--- src/rtl/p405s_icu_tag_bist_ctrl.sv ---
// March C- BIST engine for the ICU 256x46 tag SRAM: drives the wrapper BIST port and checks reads.
// Define P405S_ICU_BIST_CKBD_EN for a per-address checkerboard background instead of solid zero.
module p405s_icu_tag_bist_ctrl #(
  parameter int ADDR_W = 8,
  parameter int DATA_W = 46,
  parameter int DEPTH  = 256
) (
  input  logic              cclk,
  input  logic              reset,
  input  logic              bist_start,
  output logic              bist_busy,
  output logic              bist_done,
  output logic              bist_fail,
  output logic [ADDR_W-1:0] bist_fail_addr,
  output logic [7:0]        bist_err_cnt,
  output logic              bist_mode,
  output logic              bist_ce_n,
  output logic              bist_we_n,
  output logic [ADDR_W-1:0] bist_addr,
  output logic [DATA_W-1:0] bist_wr_data,
  input  logic [DATA_W-1:0] bist_rd_data
);

  typedef enum logic [2:0] {IDLE, M0, M1, M2, M3, M4, M5, DRAIN} state_e;

`ifdef P405S_ICU_BIST_CKBD_EN
  localparam bit CKBD = 1'b1;
`else
  localparam bit CKBD = 1'b0;
`endif

  localparam logic [ADDR_W-1:0] ADDR_LAST = ADDR_W'(DEPTH - 1);

  function automatic logic [DATA_W-1:0] bg(input logic odd);
    if (!CKBD)    bg = '0;
    else if (odd) bg = DATA_W'(46'h1555_5555_5555);
    else          bg = DATA_W'(46'h2AAA_AAAA_AAAA);
  endfunction

  state_e            state_q, state_d;
  logic              arm_q, arm_d;
  logic              phase_q, phase_d;
  logic [ADDR_W-1:0] addr_q, addr_d;
  logic [DATA_W-1:0] wr_data_q, wr_data_d;
  logic              ce_n_q, ce_n_d, we_n_q, we_n_d;
  logic              busy_q, busy_d, mode_q, mode_d;
  logic              done_q, done_d, fail_q, fail_d;
  logic [ADDR_W-1:0] fail_addr_q, fail_addr_d;
  logic [7:0]        err_cnt_q, err_cnt_d;
  logic              chk_q, chk_d, chk_inv_q, chk_inv_d;
  logic [ADDR_W-1:0] chk_addr_q, chk_addr_d;

  logic [ADDR_W-1:0] addr_inc, addr_dec;
  logic [DATA_W-1:0] exp_data;
  logic              up_elem, inv_wr;

  assign addr_inc = addr_q + 1'b1;
  assign addr_dec = addr_q - 1'b1;
  assign up_elem  = (state_q == M1) || (state_q == M2);
  assign inv_wr   = (state_q == M1) || (state_q == M3);

  // Every read is checked in the following cycle, when its data comes back.
  assign exp_data = chk_inv_q ? ~bg(chk_addr_q[0]) : bg(chk_addr_q[0]);

  // NOTE: every variable gets a default before the case so no latch is inferred.
  always_comb begin
    state_d     = state_q;
    arm_d       = 1'b0;
    phase_d     = phase_q;
    addr_d      = addr_q;
    wr_data_d   = wr_data_q;
    ce_n_d      = 1'b1;
    we_n_d      = 1'b1;
    busy_d      = busy_q;
    mode_d      = mode_q;
    done_d      = done_q;
    fail_d      = fail_q;
    fail_addr_d = fail_addr_q;
    err_cnt_d   = err_cnt_q;
    chk_d       = ~ce_n_q & we_n_q;
    chk_addr_d  = addr_q;
    chk_inv_d   = (state_q == M2) || (state_q == M4);

    if (chk_q && (bist_rd_data != exp_data)) begin
      fail_d = 1'b1;
      if (!fail_q) fail_addr_d = chk_addr_q;
      if (err_cnt_q != 8'hFF) err_cnt_d = err_cnt_q + 8'd1;
    end

    case (state_q)
      IDLE: begin
        if (arm_q) begin
          state_d   = M0;
          busy_d    = 1'b1;
          mode_d    = 1'b1;
          addr_d    = '0;
          ce_n_d    = 1'b0;
          we_n_d    = 1'b0;
          wr_data_d = bg(1'b0);
        end else if (bist_start) begin
          arm_d       = 1'b1;
          done_d      = 1'b0;
          fail_d      = 1'b0;
          fail_addr_d = '0;
          err_cnt_d   = '0;
        end
      end
      M0: begin
        ce_n_d = 1'b0;
        if (addr_q == ADDR_LAST) begin
          state_d = M1;
          addr_d  = '0;
          phase_d = 1'b0;
        end else begin
          we_n_d    = 1'b0;
          addr_d    = addr_inc;
          wr_data_d = bg(addr_inc[0]);
        end
      end
      M1, M2, M3, M4: begin
        ce_n_d = 1'b0;
        if (!phase_q) begin
          phase_d   = 1'b1;
          we_n_d    = 1'b0;
          wr_data_d = inv_wr ? ~bg(addr_q[0]) : bg(addr_q[0]);
        end else begin
          phase_d = 1'b0;
          if (up_elem) begin
            if (addr_q == ADDR_LAST) begin
              state_d = (state_q == M1) ? M2 : M3;
              addr_d  = (state_q == M1) ? '0 : ADDR_LAST;
            end else begin
              addr_d = addr_inc;
            end
          end else begin
            if (addr_q == '0) begin
              state_d = (state_q == M3) ? M4 : M5;
              addr_d  = ADDR_LAST;
            end else begin
              addr_d = addr_dec;
            end
          end
        end
      end
      M5: begin
        if (addr_q == '0) begin
          state_d = DRAIN;
        end else begin
          ce_n_d = 1'b0;
          addr_d = addr_dec;
        end
      end
      DRAIN: begin
        state_d = IDLE;
        busy_d  = 1'b0;
        mode_d  = 1'b0;
        done_d  = 1'b1;
      end
      default: state_d = IDLE;
    endcase
  end

  // NOTE: sequential state uses non-blocking assignments so all flops update together.
  always_ff @(posedge cclk) begin
    if (reset) begin
      state_q     <= IDLE;
      arm_q       <= 1'b0;
      phase_q     <= 1'b0;
      addr_q      <= '0;
      wr_data_q   <= '0;
      ce_n_q      <= 1'b1;
      we_n_q      <= 1'b1;
      busy_q      <= 1'b0;
      mode_q      <= 1'b0;
      done_q      <= 1'b0;
      fail_q      <= 1'b0;
      fail_addr_q <= '0;
      err_cnt_q   <= '0;
      chk_q       <= 1'b0;
      chk_inv_q   <= 1'b0;
      chk_addr_q  <= '0;
    end else begin
      state_q     <= state_d;
      arm_q       <= arm_d;
      phase_q     <= phase_d;
      addr_q      <= addr_d;
      wr_data_q   <= wr_data_d;
      ce_n_q      <= ce_n_d;
      we_n_q      <= we_n_d;
      busy_q      <= busy_d;
      mode_q      <= mode_d;
      done_q      <= done_d;
      fail_q      <= fail_d;
      fail_addr_q <= fail_addr_d;
      err_cnt_q   <= err_cnt_d;
      chk_q       <= chk_d;
      chk_inv_q   <= chk_inv_d;
      chk_addr_q  <= chk_addr_d;
    end
  end

  assign bist_busy      = busy_q;
  assign bist_done      = done_q;
  assign bist_fail      = fail_q;
  assign bist_fail_addr = fail_addr_q;
  assign bist_err_cnt   = err_cnt_q;
  assign bist_mode      = mode_q;
  assign bist_ce_n      = ce_n_q;
  assign bist_we_n      = we_n_q;
  assign bist_addr      = addr_q;
  assign bist_wr_data   = wr_data_q;

endmodule

--- config.mk ---
export PLATFORM = sky130hd
export DESIGN_NAME = p405s_icu_tag_bist_ctrl
export DESIGN_NICKNAME = d
export VERILOG_FILES = /design/src/rtl/p405s_icu_tag_bist_ctrl.sv
export SDC_FILE = /design/constraint.sdc
export NUM_CORES = 1
export LEC_CHECK = 0
export CAP_MARGIN = 20
export CORE_ASPECT_RATIO = 1.1
export CORE_MARGIN = 8
export CORE_UTILIZATION = 40
export CTS_BUF_LIST = sky130_fd_sc_hd__clkbuf_4
export CTS_CLUSTER_SIZE = 12
export DETAILED_ROUTE_END_ITERATION = 6
export PLACE_DENSITY_LB_ADDON = 0.3
export SLEW_MARGIN = 10
export SYNTH_ARGS = -nofsm -noshare
export SYNTH_HDL_FRONTEND = slang
export SYNTH_SLANG_ARGS = --single-unit
export TNS_END_PERCENT = 1
--- constraint.sdc ---
create_clock -name cclk -period 1.9 [get_ports cclk]
set_input_delay 0.57 -clock cclk [delete_from_list [all_inputs] [get_ports cclk]]
set_output_delay 0.57 -clock cclk [all_outputs]
set_load 0.05 [all_outputs]
==> impl_metrics.json <==
{
  "syn_area_um2": 3200,
  "row_count": 34,
  "die_y_um": 110,
  "synth_warnings": 0,
  "area_growth_pct": 73.1,
  "fin_total_pwr_uw": 2460,
  "diodes": 0,
  "synth_common_cells": "buf_4 (46), dfxtp_1 (45), nand2_1 (36), nor2_1 (31), a21oi_1 (26)",
  "yosysTopAreaCell": "dfxtp_1",
  "synth_cell_types": 65,
  "clock_sinks": 45,
  "finalSetupViolCount": 17,
  "drt_first_pass_iters": 5,
  "clkSlewWorstSetupHoldPaths_ns": 0.14,
  "fin_nets": 594,
  "dpl-instance-area_um2": 5080,
  "vias": 3669,
  "drv_slew": 0,
  "p_sw_uw": 885,
  "power_frac_clock_pct": 19.4,
  "die_x_um": 101,
  "crit_path_max_fanout": 5,
  "syn-num-nets": 470,
  "max_clock_freq_ghz": 0.485,
  "hold_viol_final": 0,
  "root_buffer": "clkbuf_4",
  "drt-initial-drc-count": 262,
  "antenna_found_initial": 0,
  "sequentialPowerShare_pct": 40.4,
  "grt_usage_pct": 18.8,
  "synth.area.top_cells": "dfxtp_1 (28%), buf_4 (11%), nand2_1 (4.2%)",
  "p_leak_uw": 0.00224,
  "drcViolationCount": 0,
  "viasPerCell": 5.64,
  "coreArea_um2": 7830,
  "routed_wl_mm": 12.1,
  "hpwl_mm": 8.42,
  "period_minus_slack_ns": 2.06,
  "combinationalPowerShare_pct": 40.3,
  "synth_seq_cells": 45,
  "synth_most_common_cell": "buf_4",
  "intPower_uw": 1570,
  "violations": "setup timing",
  "powerDensity_nw_per_um2": 443,
  "grt_pass1_wl_mm": 16.9,
  "grt_pass1_vias": 3336,
  "fin_ws_ns": -0.160,
  "fin_worst_skew_ns": 0.00930,
  "layout-drive-gt1-share_pct": 41.8,
  "clk_latency_ns": 0.36,
  "ys.flop_type": "dfxtp_1",
  "ant_nets": 0,
  "grt_max_degree": 28,
  "peakVddDrop_v": 0.000252,
  "fillers": 580,
  "cp_data_arrival_time_ns": 2.32,
  "design_area_um2": 5550,
  "clk_path_buf_depth": 2,
  "cts_tree": "yes",
  "rsz0062_at_grt": "true",
  "syn_inst": 418,
  "fin_crit_sh_pct": 108,
  "end_kind": "flop",
  "gp_congestion": 0.929,
  "htreeDepth": 2,
  "port_buffers": 124,
  "yosys.area.top_type_share_pct": 28.1,
  "grt_overflow": 0,
  "wl_per_cell_um": 18.6,
  "min_path_type": "flop to flop",
  "worst_pin_slew_ns": 0.462,
  "startpoint_type": "primary input",
  "status": "finished, violations left",
  "syn-mean-instance-area_um2": 7.67,
  "ys_seq_area_share_pct": 28.1,
  "numCtsBuffers": 5,
  "ios": 125,
  "slew-limit-headroom_pct": 68.9,
  "cp.required_ns": 2.16,
  "switching_share_pct": 36.0,
  "max-cap-violations": 0,
  "die_area_um2": 11100,
  "start_util_pct": 40.9,
  "synthArstFlopShare_pct": 0,
  "setup.worst_path.class": "primary input to flop",
  "synth-edff-count": 0
}
power groups by stage:
stage | combinational [µW] | clock (µW) | sequential, µW
after floorplan | 443 | 0 | 1060
after global placement | 905 | 0 | 1010
after detailed placement | 917 | 0 | 1020
after CTS | 915 | 489 | 995
after global routing | 1040 | 529 | 997
final | 989 | 476 | 992
cells by family (layout without fill, tap and decap cells):
family	Yosys count	in the layout	synth area share [%]
AND/OR/NAND/NOR	171	171	29.1
AO/OA/AOI/OAI	107	107	22.6
buffers and inverters	81	206	15.9
flip-flops	45	45	28.1
XOR/XNOR	7	7	1.91
adder cells (fa/ha/maj)	4	4	1.52
multiplexers	3	3	0.937
metrics by stage:
step | hold slack (ns) | std cells | setup slack (ns) | utilization (%) | setup TNS [ns]
detailed placement | 0.415 | 630 | -0.778 | 64.9 | -12.23
CTS | 0.434 | 638 | -0.198 | 66.2 | -1.93
floorplan | 0.421 | 418 | -0.276 | - | -3.12
finish | 0.433 | 651 | -0.160 | 70.9 | -1.88
global placement | 0.404 | 630 | -0.770 | 64.9 | -12.19
global route | 0.467 | 651 | -0.210 | 70.9 | -3.51
flip-flops by register name (all words and copies together), names as in the netlist, 3 cells and up:
| name | flops |
|---|---|
| bist_addr | 8 |
| state_q | 3 |
| bist_err_cnt | 8 |
| bist_fail_addr | 8 |
| chk_addr_q | 8 |
worst max-delay path: stages:
cell and delay [ns]:
clkdlybuf4s15_1 0.22, or4_4 0.52, nor4_4 0.24, o22a_2 0.21, buf_4 0.13, a31oi_4 0.12, a31oi_1 0.23, nor3_2 0.07
area by class of cell:
cell class | count | area [µm²] | share of cell area (%)
clock buffer | 5 | 37.5 | 0.677
clock inverter | 3 | 21.3 | 0.383
inverter | 10 | 37.5 | 0.677
multi-input combinational | 292 | 2040 | 36.7
sequential | 45 | 915 | 16.5
tap | 108 | 135 | 2.44
timing repair buffer | 188 | 2360 | 42.6
worst paths after layout:
check / start / endpoint / slack (ns) / cells after the start
min: bist_ce_n$_SDFF_PP1_ / chk_q$_SDFF_PP0_ / 0.43 / 1
max: bist_rd_data[20] / bist_err_cnt[6]$_SDFF_PP0_ / -0.16 / 8
max reg2reg: chk_inv_q$_SDFF_PP0_ / bist_err_cnt[3]$_SDFF_PP0_ / -0.08 / 8
min reg2reg: bist_ce_n$_SDFF_PP1_ / chk_q$_SDFF_PP0_ / 0.43 / 1
metal layers:
metal | vias to the layer above | track usage (%) | wire length (µm)
met5 | - | 0 | 0
met3 | 36 | 2.66 | 711
met4 | 0 | 5.86 | 398
li1 | 1726 | - | -
met2 | 173 | 35.2 | 6590
met1 | 1734 | 21.4 | 4420
timing repair:
item                                    in CTS  in global routing
resized for setup                           33                105
buffers inserted                             0                 11
endpoints found under the setup margin      22                 32
endpoints found under the hold margin        0                  0
hold buffers                                 0                  0
pin swaps                                   13                 39
cloned                                       0                  2
cells in the final DEF (no fill, tap or decap), types with 10 or more instances in the layout:
cell type	instances
dlymetal6s2s_1	25
nand3_1	17
o21ai_0	11
o21ai_1	12
dfxtp_1	40
buf_4	71
nand2_1	35
inv_1	10
nor2_1	30
a21oi_1	25
clkbuf_2	11
nor3_1	14
buf_12	62
Power figures use the tool's default switching activity.
